File: config.mk
export PLATFORM = sky130hd
export DESIGN_NAME = program_loader
export DESIGN_NICKNAME = d
export VERILOG_FILES = /design/src/rtl/program_loader.sv
export SDC_FILE = /design/constraint.sdc
export NUM_CORES = 1
export LEC_CHECK = 0
export CAP_MARGIN = 20
export CORE_MARGIN = 2
export CORE_UTILIZATION = 52
export DETAILED_ROUTE_END_ITERATION = 10
export MAX_ROUTING_LAYER = met4
export PLACE_DENSITY = 0.8
export REMOVE_ABC_BUFFERS = 1
export SETUP_SLACK_MARGIN = 0.02
export SLEW_MARGIN = 5
export SYNTH_ARGS = -nofsm -noshare
export SYNTH_HDL_FRONTEND = slang
export SYNTH_SLANG_ARGS = --single-unit
File: constraint.sdc
create_clock -name clk -period 2.7 [get_ports clk]
set_input_delay 0.405 -clock clk [delete_from_list [all_inputs] [get_ports clk]]
set_output_delay 0.405 -clock clk [all_outputs]
set_load 0.03 [all_outputs]
File: src/rtl/program_loader.sv
// program_loader: takes 16-bit instruction words from a host over a valid/ready
// stream and writes them one after another into instruction memory, starting at
// BASE_ADDR. The fetch stage and the core are held in reset for the whole load
// and are released a fixed number of cycles after the last write.
//
// state | meaning
// ------+------------------------------------------------------------
// IDLE  | after reset; resets asserted, waiting for start
// CLEAR | one cycle; count, overflow and address pointer already cleared
// LOAD  | accepting host words, one memory write per accepted word
// HOLD  | last write completing, resets held for RELEASE_CYCLES cycles
// RUN   | core released; word_count/overflow kept for host readback
module program_loader #(
  parameter logic [31:0] BASE_ADDR      = 32'd0,
  parameter int          MEM_DEPTH      = 1024,
  parameter int          RELEASE_CYCLES = 2
) (
  input  logic        clk,
  input  logic        reset,
  input  logic        start,
  input  logic        in_valid,
  input  logic [15:0] in_data,
  input  logic        in_last,
  output logic        in_ready,
  output logic        write_enable_fm,
  output logic [15:0] write_data_fm,
  output logic [31:0] write_addr_fm,
  output logic        rst_fm,
  output logic        core_reset,
  output logic        busy,
  output logic        done,
  output logic        overflow,
  output logic [16:0] word_count
);

  localparam logic [16:0] DEPTH = 17'(MEM_DEPTH);
  localparam int          TW    = $clog2(RELEASE_CYCLES + 1);
  // Timer counts down to zero, so HOLD lasts exactly RELEASE_CYCLES cycles.
  localparam logic [TW-1:0] TIMER_LOAD = TW'(RELEASE_CYCLES - 1);

  typedef enum logic [2:0] {
    IDLE  = 3'd0,
    CLEAR = 3'd1,
    LOAD  = 3'd2,
    HOLD  = 3'd3,
    RUN   = 3'd4
  } state_t;

  state_t          r_state;
  state_t          w_next;
  logic [TW-1:0]   r_timer;
  logic [31:0]     r_ptr;
  logic [16:0]     r_count;
  logic            r_overflow;
  logic            r_we;
  logic [15:0]     r_wdata;
  logic [31:0]     r_waddr;
  logic            w_in_ready;
  logic            w_hs;
  logic            w_start_ok;
  logic            w_hold_entry;
  logic [16:0]     w_count_inc;
  logic            w_depth_hit;
  logic            w_in_reset;

  assign w_count_inc = r_count + 17'd1;
  assign w_depth_hit = (w_count_inc == DEPTH);

  // State register.
  always_ff @(posedge clk or negedge reset) begin
    if (!reset) begin
      r_state <= IDLE;
    end else begin
      r_state <= w_next;
    end
  end

  // Next-state decode and state-derived outputs.
  always_comb begin
    w_next       = r_state;
    w_in_ready   = 1'b0;
    w_start_ok   = 1'b0;
    w_hold_entry = 1'b0;
    w_in_reset   = 1'b1;
    busy         = 1'b0;
    done         = 1'b0;
    case (r_state)
      IDLE: begin
        if (start) begin
          w_start_ok = 1'b1;
          w_next     = CLEAR;
        end
      end
      CLEAR: begin
        busy   = 1'b1;
        w_next = LOAD;
      end
      LOAD: begin
        busy       = 1'b1;
        w_in_ready = (r_count < DEPTH);
        if (in_valid && w_in_ready && (in_last || w_depth_hit)) begin
          w_hold_entry = 1'b1;
          w_next       = HOLD;
        end
      end
      HOLD: begin
        busy = 1'b1;
        if (r_timer == '0) begin
          w_next = RUN;
        end
      end
      RUN: begin
        done       = 1'b1;
        w_in_reset = 1'b0;
        if (start) begin
          w_start_ok = 1'b1;
          w_next     = CLEAR;
        end
      end
      default: w_next = IDLE;
    endcase
    w_hs = in_valid & w_in_ready;
  end

  // Write port, address pointer, word counter, overflow flag and release timer.
  always_ff @(posedge clk or negedge reset) begin
    if (!reset) begin
      r_we       <= 1'b0;
      r_wdata    <= 16'd0;
      r_waddr    <= BASE_ADDR;
      r_ptr      <= BASE_ADDR;
      r_count    <= 17'd0;
      r_overflow <= 1'b0;
      r_timer    <= '0;
    end else begin
      r_we <= w_hs;
      if (w_hs) begin
        r_wdata <= in_data;
        r_waddr <= r_ptr;
        r_ptr   <= r_ptr + 32'd1;
        r_count <= w_count_inc;
        if (!in_last && w_depth_hit) begin
          r_overflow <= 1'b1;
        end
      end
      // Clearing on the start edge means CLEAR already shows a zero count.
      if (w_start_ok) begin
        r_count    <= 17'd0;
        r_overflow <= 1'b0;
        r_ptr      <= BASE_ADDR;
      end
      if (w_hold_entry) begin
        r_timer <= TIMER_LOAD;
      end else if (r_state == HOLD && r_timer != '0) begin
        r_timer <= r_timer - 1'b1;
      end
    end
  end

  assign in_ready        = w_in_ready;
  assign write_enable_fm = r_we;
  assign write_data_fm   = r_wdata;
  assign write_addr_fm   = r_waddr;
  assign rst_fm          = w_in_reset;
  assign core_reset      = w_in_reset;
  assign overflow        = r_overflow;
  assign word_count      = r_count;

endmodule

* After elaboration in Yosys (flattened, before gate mapping)
Cells that the tools add are included.
** Operators by class
- Multiplexer cells :: 21
- Bitwise operators :: 1
- Equality and inequality tests :: 8
- $add $sub $neg :: 3
- $lt $le $gt $ge :: 1
- Reductions and logical operators :: 16
** Operators by type and width (number)
- two-way mux 32 bit :: 2
- two-way mux 17 bit :: 2
- adder 32 x 1 -> 32 bit (second input constant) :: 1
- adder 17 x 1 -> 17 bit (second input constant) :: 1
- equality test 17 x 11 -> 1 bit (second input constant) :: 1
- less-than comparator 17 x 11 -> 1 bit (second input constant) :: 1
- case mux 3 bit (4 select lines) :: 1
- two-way mux 1 bit :: 11
- two-way mux 3 bit :: 3
- nonzero test 2 bit :: 4
- equality test 3 x 2 -> 1 bit (second input constant) :: 2
- logical AND 1 bit :: 4
- two-way mux 2 bit :: 2
- != test 2 bit (second input constant) :: 2
- equality test 3 x 1 -> 1 bit (second input constant) :: 1
- equality test 3 bit (second input constant) :: 1
- zero test 3 bit :: 1
- AND reduction 3 bit :: 1
- OR reduction 3 bit :: 1
- zero test 2 bit :: 1
- != test 2 x 1 -> 1 bit (second input constant) :: 1
- AND reduction 2 bit :: 1
- OR reduction 2 bit :: 1
- subtractor 2 x 1 -> 2 bit (second input constant) :: 1
- 3 further kinds :: 3
** Storage, ports and cells
- Input port bits :: 21
- Register bits after elaboration :: 104
- Output and inout port bits :: 72

* Longest topological paths before layout
Gate-level depths: netlist of the first run.
- Depth after elaboration :: 7
- Depth in mapped cells :: 9

* Worst setup path after synthesis of the first run
Ideal clock, no wire load.
- Kind :: register to register
- Start :: register r_count[0], in the netlist word_count[0]
- End :: register r_timer[1]
- Stages on the path, launching flop included :: 10
- Path slack :: 0.579 ns
- Setup time :: 0.094 ns
- Path buffers :: 2
- Period minus slack after synthesis :: 2.121 ns
- Arrival :: 2.027 ns
- Path through :: dfrtp_1 -> ha_1 -> buf_2 -> and4_1 -> buf_2 -> xnor2_1 -> a31oi_1 -> a21oi_1 -> a31o_2 -> a211oi_1
** On the way
- Cells in the longest elaborated chain, start to end :: 7
** Ends and longest elaborated chain
- start: declaration :: RTL line 53 : logic [16:0] r_count;
- start signal: assignment :: RTL line 141 : r_count <= w_count_inc;
- adder 17 x 1 -> 17 bit :: RTL line 66 : assign w_count_inc = r_count + 17'd1;
- equality test 17 x 11 -> 1 bit :: RTL line 67 : assign w_depth_hit = (w_count_inc == DEPTH);
- logical OR 1 bit :: RTL line 101 : if (in_valid && w_in_ready && (in_last || w_depth_hit)) begin
- logical AND 1 bit * :: RTL line 101
- two-way mux 1 bit * :: RTL line 101
- two-way mux 1 bit * :: RTL line 87 : case (r_state)
- two-way mux 2 bit / nonzero test 2 bit (equally long branches)
- end signal: assignment :: RTL line 155 : r_timer <= r_timer - 1'b1;
- end: declaration :: RTL line 51 : logic [TW-1:0] r_timer;
Mark *: on every way between the ends. The rest lies on a longest branch, timed or not.
A chain may end at the register's enable or synchronous reset.

* Worst setup path in the final report of the first run
- Start :: register r_count[11], in the netlist word_count[11]
- End :: output port in_ready
** On the way
- Cells in the longest elaborated chain, start to end :: 2
** Ends and longest elaborated chain
- less-than comparator 17 x 11 -> 1 bit :: RTL line 100 : w_in_ready = (r_count < DEPTH);
- two-way mux 1 bit :: RTL line 87
- end: declaration :: RTL line 24 : output logic in_ready,
No other way between the ends.

==> metrics.md, run 1 <==
| Metric | Value |
|---|---|
| Status | `finished, final reports clean` |
| Number of standard cells in the layout, taps in and fillers out | `720` |
| Arrival time at the worst endpoint | `2180 ps` |
| Fraction of final layout cells sized beyond drive strength 1 | `0.0608` |
| Number of hold-repair buffers added at the cts stage | `1` |
| Synth Register Bits | `104` |
| Reg-to-reg endpoint | `r_ptr[30]` |
| Post-synthesis cell count | `518` |
| Yosys warning total | `0` |
| Power density over the cells | `791 mW/mm²` |
| DRT met1 WL | `4.79 mm` |
| Largest driver fanout on the critical path | `7` |
| Setup Crit Path Kind | `reg2out` |
| Slowest CP cell | `sky130_fd_sc_hd__clkdlybuf4s50_1` |
| Post-synth EDFFs | `0` |
| Ranking of synthesized cells by instance count | `sky130_fd_sc_hd__nand2_1, sky130_fd_sc_hd__dfrtp_1, sky130_fd_sc_hd__nor2_1, sky130_fd_sc_hd__nand3_1, sky130_fd_sc_hd__xor2_1` |
| Portion of synthesized cell area occupied by the leading cell type | `0.543` |
| Net switching power | `1810 µW` |
| Met3 wire length | `449 µm` |
| Cell taking the most area after synthesis | `sky130_fd_sc_hd__dfrtp_1` |
| Path category of the worst min-delay check | `reg2reg` |
| Setup ws final | `115 ps` |
| Core Footprint | `0.00911 mm²` |
| Beginning of the worst hold path | `write_addr_fm[1]` |
| Met2 routed wirelength | `5.05 mm` |
| Required time of the worst setup path | `2300 ps` |
| Async S/R FF share, synth | `1.00` |
| Skew-Pair Late Insertion Delay | `370 ps` |
| Place WS | `386 ps` |
| Row cnt | `35` |
| Worst stage delay on the critical path | `680 ps` |
| Peak clock frequency supported by timing | `387 MHz` |
| Area taken by flip-flops and latches | `0.00260 mm²` |
| Total global-route track usage | `0.228` |
| Hold Path End | `write_addr_fm[1]` |
| Crit Reg-Reg Startpoint | `word_count[11]` |
| Global placer's final weighted congestion | `0.851` |
| Pleak | `0.00292 µW` |
| Wire length of the first global-routing pass | `17.8 mm` |
| Vias in the first global route | `3740` |
| Pin count of the biggest net entering global routing | `72` |
| Post-layout min period | `2580 ps` |
| Relative contribution of the clock network to total power | `0.224` |
| Worst R2R Path Depth | `7` |
| Worst supply voltage drop on vdd | `0.343 mV` |
| Sequential share of the synthesized area | `0.543` |
| Chip height | `100 µm` |
| Clock buffers created by TritonCTS | `9` |
| CTS HTree Levels | `3` |
| Number of top-level design ports | `93` |
| Dpl cells | `704` |
| Cells on Worst Hold Path | `2` |
| Post-layout utilization of the core | `0.662` |
| Number of sinks on the clock net | `104` |
| Number of antenna diodes | `0` |
| Final Instance Area | `0.00603 mm²` |
| Number of nets in the layout | `630` |
| Sum of routed wire length over all layers | `10.4 mm` |
| CTS Buffer Depth | `2` |
| HPWL reported at the end of detailed placement | `7.11 mm` |
| Total setup buffers inserted after CTS | `0` |
| Area enclosed by the die boundary | `0.0100 mm²` |
| Top-count cell post-synth | `sky130_fd_sc_hd__nand2_1` |
| Predominant post-synthesis flop cell | `sky130_fd_sc_hd__dfrtp_1` |
| Top post-synthesis cells by area | `sky130_fd_sc_hd__dfrtp_1, sky130_fd_sc_hd__nand2_1, sky130_fd_sc_hd__xor2_1` |
| Standard cell area after detailed placement | `0.00580 mm²` |
| Internal Dissipation | `2960 µW` |
| Critical Path End Type | `output port` |
| Number of pins exceeding their max-slew limit in the final report | `0` |
| Number of port buffers | `92` |
| Gates resized, CTS repair | `0` |
| Switching share of power | `0.380` |
| Count of different cell masters after synthesis | `44` |
| Uppermost routed layer | `met4` |
| Worst-case register-to-register setup slack | `380 ps` |
| Setup repair after global routing missed its margin | `no` |
| Worst setup SP type | `flop` |
| Share of total power in combinational logic | `0.362` |
| CTS clock-pin slew for the worst setup and hold paths | `90 ps` |
| Remaining DRCs | `0` |
| Number of iterations in the first detailed-routing pass | `4` |
| Antenna violations before repair | `0` |
| Library cell used as clock root buffer | `sky130_fd_sc_hd__clkbuf_8` |
| Endpoints failing setup | `0` |
| TritonCTS clock tree | `yes` |
| Fraction of power consumed by sequential logic | `0.414` |
| First DRT Iteration DRCs | `181` |
| Cells along the critical path | `nor4_4 > and3_1 > clkdlybuf4s50_1` |
| Cell Area, Synth | `0.00479 mm²` |
| Synth-to-layout area growth | `25.8%` |
| Max-slew headroom | `0.528` |
| Mean area per synthesized cell | `9.26 µm²` |
| Transition time at the pin with the least slew margin | `706 ps` |
| Overflow after GRT | `0` |
| Final Hold Vio Count | `0` |
| Horizontal extent of the die | `100 µm` |
| Maxcap violations | `0` |
| Multi-input logic area | `0.00203 mm²` |
| Max Clock Skew | `13.5 ps` |
| PnR Total Power | `4770 µW` |
| Post-DRT Antenna Nets | `0` |
| Initial core utilization | `0.526` |
| Number of vias per cell after detailed routing | `5.41` |
| Wire length per cell | `14.4 µm` |
| Fraction of the cycle the final worst path needs | `0.957` |
| FILL cells | `745` |
| Detailed-route via count | `3896` |
power groups by stage:
stage / combinational, µW / clock, µW / sequential (µW)
after floorplan: 680 / 0 / 2300
after global placement: 1690 / 0 / 1990
after detailed placement: 1730 / 0 / 2000
after CTS: 1750 / 1090 / 1970
after global routing: 1890 / 1150 / 2010
final: 1730 / 1070 / 1970
critical path: cells and delay by family (launching register included):
kind	cells	cell delay, ps
simple gates	2	660
buf+inv	1	680
flops	1	490
per-layer routing:
metal,vias to the layer above,global-route usage
li1,1880,-
met5,-,-
met1,1898,0.307
met2,106,0.358
met4,0,0.0727
met3,12,0.0376
layout by cell type, fill, tap and decap left out, types with 4 or more instances in the layout:
cell type / Yosys / layout
sky130_fd_sc_hd__nand2_1: 168 / 168
sky130_fd_sc_hd__dfrtp_1: 104 / 104
sky130_fd_sc_hd__clkdlybuf4s50_1: 0 / 91
sky130_fd_sc_hd__nor2_1: 42 / 42
sky130_fd_sc_hd__nand3_1: 29 / 29
sky130_fd_sc_hd__xor2_1: 27 / 27
sky130_fd_sc_hd__o21ai_0: 21 / 21
sky130_fd_sc_hd__and3_1: 11 / 11
sky130_fd_sc_hd__nand4_1: 10 / 10
sky130_fd_sc_hd__clkbuf_8: 0 / 10
sky130_fd_sc_hd__and2_1: 8 / 8
sky130_fd_sc_hd__a21oi_1: 8 / 8
sky130_fd_sc_hd__inv_1: 7 / 7
sky130_fd_sc_hd__buf_4: 3 / 7
sky130_fd_sc_hd__and4_1: 6 / 6
sky130_fd_sc_hd__xnor2_1: 6 / 6
sky130_fd_sc_hd__nor3_1: 6 / 6
sky130_fd_sc_hd__ha_1: 4 / 4
layout make-up:
type / count / share of cell area
sequential: 104 / 0.431
multi-input combinational: 381 / 0.336
timing repair buffer: 101 / 0.168
tap: 111 / 0.0230
clock buffer: 10 / 0.0228
clock inverter: 5 / 0.0135
inverter: 8 / 0.00498
cell families (layout without fill, tap and decap cells):
kind of cell,Yosys count,after routing,synth area share
xor+xnor,33,33,0.0603
simple gates,301,301,0.300
compound gates,43,43,0.0530
buf+inv,33,124,0.0339
flops,104,104,0.543
fa+ha+maj,4,4,0.0104
worst max-delay path by stage:
stage                   start             to  slack, ps  cells after the start
2_1_floorplan  word_count[11]  word_count[8]       -360                      6
3_3_place_gp         in_valid       r_ptr[5]        460                      7
3_5_place_dp         in_valid      r_ptr[30]        390                      7
4_1_cts        word_count[11]       in_ready        100                      3
5_1_grt        word_count[11]       in_ready         40                      3
6_report       word_count[11]       in_ready        120                      3
flip-flops by register name, summed over array words and instances, names as in the netlist:
name             cells
overflow             1
r_ptr               32
r_state              3
r_timer              2
word_count          17
write_addr_fm       32
write_data_fm       16
write_enable_fm      1
through the flow:
| step | TNS [ps] | hold slack, ps |
|---|---|---|
| floorplan | -4590 | 109 |
| global placement | 0 | 379 |
| detailed placement | 0 | 386 |
| CTS | 0 | 486 |
| global route | 0 | 509 |
| finish | 0 | 481 |
No activity file was read; power rests on OpenSTA's default activity.
==> run 2, diff against run 1 <==
- ABC_CLOCK_PERIOD_IN_PS: unset -> 2700
- CELL_PAD_IN_SITES_DETAIL_PLACEMENT: unset -> 1
- CELL_PAD_IN_SITES_GLOBAL_PLACEMENT: unset -> 1
- CORE_UTILIZATION: 52 -> 39
- PLACE_DENSITY: 0.8 -> unset
- PLACE_DENSITY_LB_ADDON: unset -> 0.1
==> metrics.md, run 2 (synthesized netlist as in run 1, its figures left out) <==
| Metric | Value |
|---|---|
| Standard cell area after detailed placement | `0.00586 mm² (was 0.00580 mm²)` |
| Global-route track usage on met2 | `0.339 (was 0.358)` |
| Core Footprint | `0.0120 mm² (was 0.00911 mm²)` |
| Final Hold Slack | `104 ps (was 481 ps)` |
| Busiest metal layer after global routing | `met2 (unchanged)` |
| Area taken by flip-flops and latches | `0.00260 mm² (unchanged)` |
| CTS HTree Levels | `3 (unchanged)` |
| Maxcap violations | `0 (unchanged)` |
| Relative contribution of the clock network to total power | `0.265 (was 0.224)` |
| Path category of the worst min-delay check | `in2async (was reg2reg)` |
| Post-layout min period | `2560 ps (was 2580 ps)` |
| Row cnt | `40 (was 35)` |
| Worst stage delay on the critical path | `680 ps (about the same)` |
| Number of sinks on the clock net | `104 (unchanged)` |
| Global-route track usage on met3 | `0.0485 (was 0.0376)` |
| Fraction of power consumed by sequential logic | `0.390 (was 0.414)` |
| Internal Dissipation | `3160 µW (was 2960 µW)` |
| Area enclosed by the die boundary | `0.0132 mm² (was 0.0100 mm²)` |
| Worst-case register-to-register setup slack | `350 ps (was 380 ps)` |
| Antenna violations before repair | `0 (unchanged)` |
| Number of vias per cell after detailed routing | `5.19 (was 5.41)` |
| Initial core utilization | `0.399 (was 0.526)` |
| Multi-input logic area | `0.00203 mm² (unchanged)` |
| Worst setup SP type | `flop (unchanged)` |
| Slowest CP cell | `sky130_fd_sc_hd__clkdlybuf4s50_1 (unchanged)` |
| Setup Crit Path Kind | `reg2out (unchanged)` |
| Final Hold Vio Count | `0 (unchanged)` |
| Net switching power | `1910 µW (was 1810 µW)` |
| Max Clock Skew | `7.80 ps (was 13.5 ps)` |
| Number of pins exceeding their max-slew limit in the final report | `0 (unchanged)` |
| Endpoints failing setup | `0 (unchanged)` |
| Status | `finished, final reports clean (unchanged)` |
| Sum of routed wire length over all layers | `12.2 mm (was 10.4 mm)` |
| Remaining DRCs | `0 (unchanged)` |
| Place WS | `284 ps (was 386 ps)` |
| Number of iterations in the first detailed-routing pass | `4 (unchanged)` |
| Cells along the critical path | `nor4_4 > and3_1 > clkdlybuf4s50_1 (unchanged)` |
| Chip height | `115 µm (was 100 µm)` |
| Setup repair after global routing missed its margin | `no (unchanged)` |
| Vias in the first global route | `4174 (was 3740)` |
| Crit Reg-Reg Startpoint | `word_count[11] (unchanged)` |
| Number of antenna diodes | `0 (unchanged)` |
| Critical Path End Type | `output port (unchanged)` |
| Setup TNS | `0 ps (unchanged)` |
| Number of nets in the layout | `630 (unchanged)` |
| PnR Total Power | `5070 µW (was 4770 µW)` |
| CTS clock-pin slew for the worst setup and hold paths | `70 ps (was 90 ps)` |
| Largest driver fanout on the critical path | `7 (unchanged)` |
| Top library cells by usage in the layout, fill and taps aside | `sky130_fd_sc_hd__nand2_1, sky130_fd_sc_hd__dfrtp_1, sky130_fd_sc_hd__clkdlybuf4s50_1, sky130_fd_sc_hd__nor2_1, sky130_fd_sc_hd__nand3_1 (unchanged)` |
| Skew-Pair Late Insertion Delay | `350 ps (was 370 ps)` |
| Total setup buffers inserted after CTS | `0 (unchanged)` |
| Setup ws final | `137 ps (was 115 ps)` |
| Detailed-route via count | `3928 (was 3896)` |
| Total global-route track usage | `0.202 (was 0.228)` |
| GRT met1 Usage | `0.250 (was 0.307)` |
| Clock buffers created by TritonCTS | `9 (unchanged)` |
| Library cell used as clock root buffer | `sky130_fd_sc_hd__clkbuf_16 (was sky130_fd_sc_hd__clkbuf_8)` |
| Fraction of the cycle the final worst path needs | `0.949 (was 0.957)` |
| Pleak | `0.00295 µW (was 0.00292 µW)` |
| Pin count of the biggest net entering global routing | `54 (was 72)` |
| Count of buffering cells on the critical path with inverters included | `1 (unchanged)` |
| HPWL reported at the end of detailed placement | `8.31 mm (was 7.11 mm)` |
| Peak clock frequency supported by timing | `390 MHz (was 387 MHz)` |
| Final Instance Area | `0.00616 mm² (was 0.00603 mm²)` |
| Reg-to-reg endpoint | `word_count[2] (was r_ptr[30])` |
| Transition time at the pin with the least slew margin | `716 ps (was 706 ps)` |
| Share of total power in combinational logic | `0.345 (was 0.362)` |
| Required time of the worst setup path | `2300 ps (about the same)` |
| FILL cells | `1388 (was 745)` |
| CP Depth | `3 (unchanged)` |
| Gates resized, CTS repair | `0 (unchanged)` |
| Global placer's final weighted congestion | `0.822 (was 0.851)` |
| Delay-heaviest family, CP | `buffers and inverters (unchanged)` |
| Wire length per cell | `16.1 µm (was 14.4 µm)` |
| Worst setup path start | `word_count[11] (unchanged)` |
| Number of port buffers | `92 (unchanged)` |
| Overflow after GRT | `0 (unchanged)` |
| Switching share of power | `0.376 (was 0.380)` |
| Wire length of the first global-routing pass | `20.6 mm (was 17.8 mm)` |
| Number of hold-repair buffers added at the cts stage | `0 (was 1)` |
| Capture point of the critical path | `in_ready (unchanged)` |
| Post-DRT Antenna Nets | `0 (unchanged)` |
| Arrival time at the worst endpoint | `2160 ps (was 2180 ps)` |
| Synth-to-layout area growth | `28.5% (was 25.8%)` |
| Worst R2R Path Depth | `7 (unchanged)` |
| Horizontal extent of the die | `115 µm (was 100 µm)` |
| First DRT Iteration DRCs | `179 (was 181)` |
| Worst supply voltage drop on vdd | `0.411 mV (was 0.343 mV)` |
| Fraction of final layout cells sized beyond drive strength 1 | `0.0639 (was 0.0608)` |
| Most common cell after layout, fill and taps aside | `sky130_fd_sc_hd__nand2_1 (unchanged)` |
| Number of top-level design ports | `93 (unchanged)` |
| Power density over the cells | `822 mW/mm² (was 791 mW/mm²)` |
| TritonCTS clock tree | `yes (unchanged)` |
| CTS Buffer Depth | `2 (unchanged)` |
| Max-slew headroom | `0.523 (was 0.528)` |
run 2: per-stage QoR:
step	instances	util
2_1_floorplan	493	-
3_3_place_gp	741	0.488
3_5_place_dp	741	0.488
4_1_cts	757	0.513
5_1_grt	757	0.513
6_report	757	0.513
run 2: worst reg2reg max path: cells and delay by family, from the launching register on:
kind | cells | cell delay [ps]
simple gates | 3 | 870
buf+inv | 3 | 730
flops | 1 | 490
compound gates | 1 | 160
run 2: power groups by stage:
stage               registers [µW]  clock network, µW  logic [µW]
detailed placement            2010                  0        1770
global placement              2000                  0        1720
global route                  2020               1440        1910
finish                        1980               1340        1750
floorplan                     2300                  0         680
CTS                           1990               1390        1780
run 2: cell type report:
class                      count  share of cell area
clock buffer                  10              0.0388
clock inverter                 6              0.0110
inverter                       8             0.00487
multi-input combinational    381               0.329
sequential                   104               0.422
tap                          147              0.0298
timing repair buffer         101               0.164
run 2: per-layer routing:
metal	share of wire	up-vias
li1	-	1871
met1	0.44	1996
met2	0.52	55
met3	0.028	6
met4	0.0065	0
met5	0	-
run 2: worst min path at each step:
stage                                    to  slack, ps  cells after the start
after CTS                     word_count[8]        120                      1
after detailed placement   write_data_fm[4]        460                      2
after global routing      write_addr_fm[11]        150                      1
after floorplan                    overflow        110                      0
after global placement     write_data_fm[2]        460                      2
final                         word_count[5]        100                      1
